$ cat config.mk
export PLATFORM = sky130hd
export DESIGN_NAME = uart_tx
export DESIGN_NICKNAME = d
export VERILOG_FILES = /design/src/rtl/uart_pkg.sv /design/src/rtl/uart_baud_cnt.sv /design/src/rtl/uart_tx.sv
export SDC_FILE = /design/constraint.sdc
export NUM_CORES = 1
export LEC_CHECK = 0
export ABC_AREA = 1
export CAP_MARGIN = 20
export CORE_MARGIN = 5
export CORE_UTILIZATION = 35
export CTS_CLUSTER_DIAMETER = 30
export DETAILED_ROUTE_END_ITERATION = 16
export SLEW_MARGIN = 20
export SYNTH_ARGS = -nofsm -noshare
export SYNTH_HDL_FRONTEND = slang
export SYNTH_SLANG_ARGS = --single-unit
$ cat constraint.sdc
create_clock -name clk -period 1.95 [get_ports clk]
set_input_delay 0.2925 -clock clk [delete_from_list [all_inputs] [get_ports clk]]
set_output_delay 0.2925 -clock clk [all_outputs]
set_load 0.005 [all_outputs]
$ cat src/rtl/uart_pkg.sv
// Shared UART definitions: frame constants, default bit timing and transmitter FSM encoding.
package uart_pkg;

   localparam int unsigned UART_DATA_BITS            = 8;
   localparam int unsigned UART_CLKS_PER_BIT_DEFAULT = 868;

   typedef enum logic [1:0] {
      StIdle,
      StStart,
      StData,
      StStop
   } uart_state_e;

endpackage

$ cat src/rtl/uart_baud_cnt.sv
// Bit-period counter: counts 0..CLKS_PER_BIT-1 while enabled and flags the last cycle of a bit.
module uart_baud_cnt
   import uart_pkg::*;
#(
   parameter int unsigned CLKS_PER_BIT = UART_CLKS_PER_BIT_DEFAULT
) (
   input  logic clk,
   input  logic rst_n,
   input  logic clr_i,
   input  logic en_i,
   output logic tick_o
);

   localparam int unsigned CntW = (CLKS_PER_BIT > 1) ? $clog2(CLKS_PER_BIT) : 1;
   localparam logic [CntW-1:0] CntMax = CntW'(CLKS_PER_BIT - 1);

   logic [CntW-1:0] cnt_q, cnt_d;

   assign tick_o = en_i && (cnt_q == CntMax);

   always_comb begin
      cnt_d = cnt_q;
      if (clr_i) begin
         cnt_d = '0;
      end else if (en_i) begin
         cnt_d = tick_o ? '0 : cnt_q + 1'b1;
      end
   end

   always_ff @(posedge clk or negedge rst_n) begin
      if (!rst_n) begin
         cnt_q <= '0;
      end else begin
         cnt_q <= cnt_d;
      end
   end

endmodule

$ cat src/rtl/uart_tx.sv
// 8N1 (or 8N2) UART transmitter with valid/ready byte input and a registered serial output.
module uart_tx
   import uart_pkg::*;
#(
   parameter int unsigned CLKS_PER_BIT = UART_CLKS_PER_BIT_DEFAULT,
   parameter int unsigned STOP_BITS    = 1
) (
   input  logic                      clk,
   input  logic                      rst_n,
   input  logic [UART_DATA_BITS-1:0] tx_data_i,
   input  logic                      tx_valid_i,
   output logic                      tx_ready_o,
   output logic                      tx_busy_o,
   output logic                      uart_sout_o
);

   if (CLKS_PER_BIT < 2 || CLKS_PER_BIT > 65535) begin : gen_bad_clks_per_bit
      $error("uart_tx: CLKS_PER_BIT must be in 2..65535");
   end
   if (STOP_BITS != 1 && STOP_BITS != 2) begin : gen_bad_stop_bits
      $error("uart_tx: STOP_BITS must be 1 or 2");
   end

   localparam logic StopLast = 1'(STOP_BITS - 1);

   uart_state_e               state_q;
   logic [UART_DATA_BITS-1:0] shift_q;
   logic [2:0]                bit_cnt_q;
   logic                      stop_cnt_q;
   logic                      sout_q;
   logic                      ready_q;
   logic                      busy_q;
   logic                      accept;
   logic                      baud_tick;

   assign accept = tx_valid_i && ready_q;

   // Counter runs for the whole frame; it wraps itself at each bit boundary.
   uart_baud_cnt #(
      .CLKS_PER_BIT(CLKS_PER_BIT)
   ) u_baud_cnt (
      .clk   (clk),
      .rst_n (rst_n),
      .clr_i (accept),
      .en_i  (busy_q),
      .tick_o(baud_tick)
   );

   always_ff @(posedge clk or negedge rst_n) begin
      if (!rst_n) begin
         state_q    <= StIdle;
         shift_q    <= '0;
         bit_cnt_q  <= '0;
         stop_cnt_q <= 1'b0;
         sout_q     <= 1'b1;
         ready_q    <= 1'b1;
         busy_q     <= 1'b0;
      end else begin
         unique case (state_q)
            StIdle: begin
               if (accept) begin
                  shift_q    <= tx_data_i;
                  bit_cnt_q  <= '0;
                  stop_cnt_q <= 1'b0;
                  sout_q     <= 1'b0;
                  ready_q    <= 1'b0;
                  busy_q     <= 1'b1;
                  state_q    <= StStart;
               end
            end
            StStart: begin
               if (baud_tick) begin
                  sout_q  <= shift_q[0];
                  shift_q <= shift_q >> 1;
                  state_q <= StData;
               end
            end
            StData: begin
               if (baud_tick) begin
                  if (bit_cnt_q == 3'd7) begin
                     sout_q  <= 1'b1;
                     state_q <= StStop;
                  end else begin
                     sout_q    <= shift_q[0];
                     shift_q   <= shift_q >> 1;
                     bit_cnt_q <= bit_cnt_q + 3'd1;
                  end
               end
            end
            StStop: begin
               if (baud_tick) begin
                  if (stop_cnt_q == StopLast) begin
                     ready_q <= 1'b1;
                     busy_q  <= 1'b0;
                     state_q <= StIdle;
                  end else begin
                     stop_cnt_q <= stop_cnt_q + 1'b1;
                  end
               end
            end
            default: state_q <= StIdle;
         endcase
      end
   end

   assign uart_sout_o = sout_q;
   assign tx_ready_o  = ready_q;
   assign tx_busy_o   = busy_q;

endmodule

==> run metrics <==
status complete, no violations; max-slew violation count 0; Max FO, Critical Path 16; clk root buf clkbuf_8; All-Layer GR Usage between 10% and 20%; final std cells w/o fill 246; # Max-Cap Violations 0; Mean Syn Cell Area slightly above 8 um2; fraction of layout cells with a size suffix above 1 between 10% and 20%; port bufs 13; Critical-path top delay cell dfrtp_1; Synth async-reset ratio 100%; IO Pins 14; Post-CTS Setup Repair Bufs 0; Sink Count 26; mapped cell area 1480 um2; Nets 215; Tmin final around 1.6 ns; DP Cell Count 242; Fmax achieved 609 MHz; CP arrival roughly 1.8 ns; Starting Density between 30% and 40%; drt drc 0; Post-CTS Resized 0; Worst setup EP type flip-flop; hpwl dp ~2100 um; library cells used by synthesis 23; total CTS buffers 3; pre-CTS WS ~0.21 ns; Clock Latency Late Sink 0.27 ns; Initial DRT Pass Iterations 4; largest net degree at the start of global routing 27; overall routed net length between 2000 and 3000 um; Seq/Total Area, Yosys 44.1%; dpl cell area ~1700 um2; PD cells 590 nW/um2; CP Data Required Time around 2.1 ns; Synth Warn # 0; antenna violations before repair 0; Synth Net Count between 150 and 200; die width about 75 um; Slew headroom between 70% and 80%; Final Hold Viols 0; Post-Route Skew approximately 0.0043 ns; Via density about 4.7; overall power roughly 1.0 mW; Worst-Margin Slew 0.436 ns; core box area ~4100 um2; setup TNS 0 ns; CTS Hold Bufs 0; crit-path max cell delay about 0.4 ns; Routed WL per cell approximately 11 um; worst path cell trace inv_1 -> ha_1 -> or2_2 -> nand2_4 -> nand2_4 -> nand2_1 -> o21ai_2; hold slack 0.383 ns; DIE AREA 5630 um2; vias in the first global route 1066; Die Ht between 70 and 80 um; Top FF cell, synth dfrtp_1; flops & latches, synth 26; kind of critical path flip-flop to flip-flop; Most Frequent Cell on Critical Path nand2_4; most instantiated library cell after synthesis nand2_1; largest area contributor in the netlist dfrtp_1; top-area cell type share of the netlist area approximately 41%; Final setup violation count 0; most frequent cells after synthesis nand2_1 (54), dfrtp_1 (24), inv_1 (23), nor2_1 (9); EDFF count, synth 0; buffer depth of the longest clock path 2; Layout Utilization between 40% and 50%; CP startpoint kind flip-flop; post-route cell area between 1500 and 2000 um2; Setup WS post-layout 0.307 ns; top cells by area, synth dfrtp_1 (41%), nand2_1 (14%), ha_1 (5.9%); RSZ-0062 raised after global routing no; r2r setup slk about 0.3 ns; leakage about 0.8 nW; worst hold-check path type input pin to asynchronous set/reset pin; grt total ovfl 0; via count 1144; global-route wire length before repair roughly 4700 um; initial DRC count between 50 and 60; Final ANT Viol Nets 0; # rows 23; antenna diode count 0; worst vdd ir roughly 0.43 mV; RD Place Congestion approximately 0.8; clk slew on worst S/H paths around 0.09 ns; Register-to-Register Path Depth 7; area delta synth->final 17.2%; H-tree depth 1; post-route clock period utilization between 80% and 90%; Synth Instances 180; CTS tree built
[cell usage in the layout (no fill, tap or decap)]
cell / count
o21ai_0: 8
nor2_2: 2
ha_1: 7
nor2_1: 9
xor2_1: 1
nor2_4: 1
nand4_1: 4
dfrtp_1: 24
a21oi_1: 7
or2_2: 2
nand3_2: 1
buf_4: 1
clkdlybuf4s50_1: 13
bufinv_16: 1
dfstp_2: 2
nor3_1: 5
inv_1: 23
o21ai_2: 8
nand3_1: 7
inv_2: 1
nand2_2: 3
nand2_1: 54
nand2_4: 2
mux2i_1: 7
clkbuf_8: 3
[path summary, 6_finish.rpt]
path	start	to
min in group clk	uart_sout_o$_DFFE_PN1P_	uart_sout_o$_DFFE_PN1P_
hold reg to reg	uart_sout_o$_DFFE_PN1P_	uart_sout_o$_DFFE_PN1P_
setup reg to reg	state_q[0]$_DFFE_PN0P_	shift_q[7]$_DFFE_PN0P_
hold / removal	rst_n	u_baud_cnt.cnt_q[7]$_DFFE_PN0P_
setup / recovery	state_q[0]$_DFFE_PN0P_	shift_q[7]$_DFFE_PN0P_
max in group asynchronous	rst_n	uart_sout_o$_DFFE_PN1P_
[registers in the layout (all words and copies together), names as in the netlist]
signal / flops
bit_cnt_q: 3
state_q: 2
tx_ready_o: 1
u_baud_cnt.cnt_q: 10
shift_q: 8
uart_sout_o: 1
tx_busy_o: 1
[worst max-delay path: cells and delay by family (launching register included)]
family          cells  cell delay (ns)
compound gates      1             0.05
fa+ha+maj           1             0.27
buf+inv             1             0.08
flops               1             0.40
simple gates        4             0.73
[where the power goes]
part	switching [mW]	internal, mW
Clock	0.173	0.275
Sequential	0	0.539
Combinational	0.0166	0.0212
Total	0.190	0.835
[layout make-up]
class	instances	area, um2
fillers	406	2320
multi-input cells	128	721
flip-flops and latches	26	653
repair buffers	14	138
inverters	24	90.1
well taps	50	62.6
clock buffers	3	41.3
clock inverters	1	30.0
[per-layer routing]
| metal | part of all wire (%) | up-vias | global-route usage (%) |
|---|---|---|---|
| met2 | 46 | 14 | 17.5 |
| met3 | 3.7 | 2 | 2.80 |
| met1 | 50 | 523 | 14.4 |
| met5 | 0 | - | 0 |
| met4 | 0.89 | 0 | 2.96 |
| li1 | - | 605 | - |
[kinds of logic (layout without fill, tap and decap cells)]
logic type	Yosys count	after routing	synth area share, %
AO/OA/AOI/OAI	23	23	9.81
XOR/XNOR	1	1	0.592
adder cells (fa/ha/maj)	7	7	5.92
buffers and inverters	26	42	7.18
flip-flops	26	26	44.1
multiplexers	7	7	4.73
AND/OR/NAND/NOR	90	90	27.6
(Power assumes the default switching activity.)
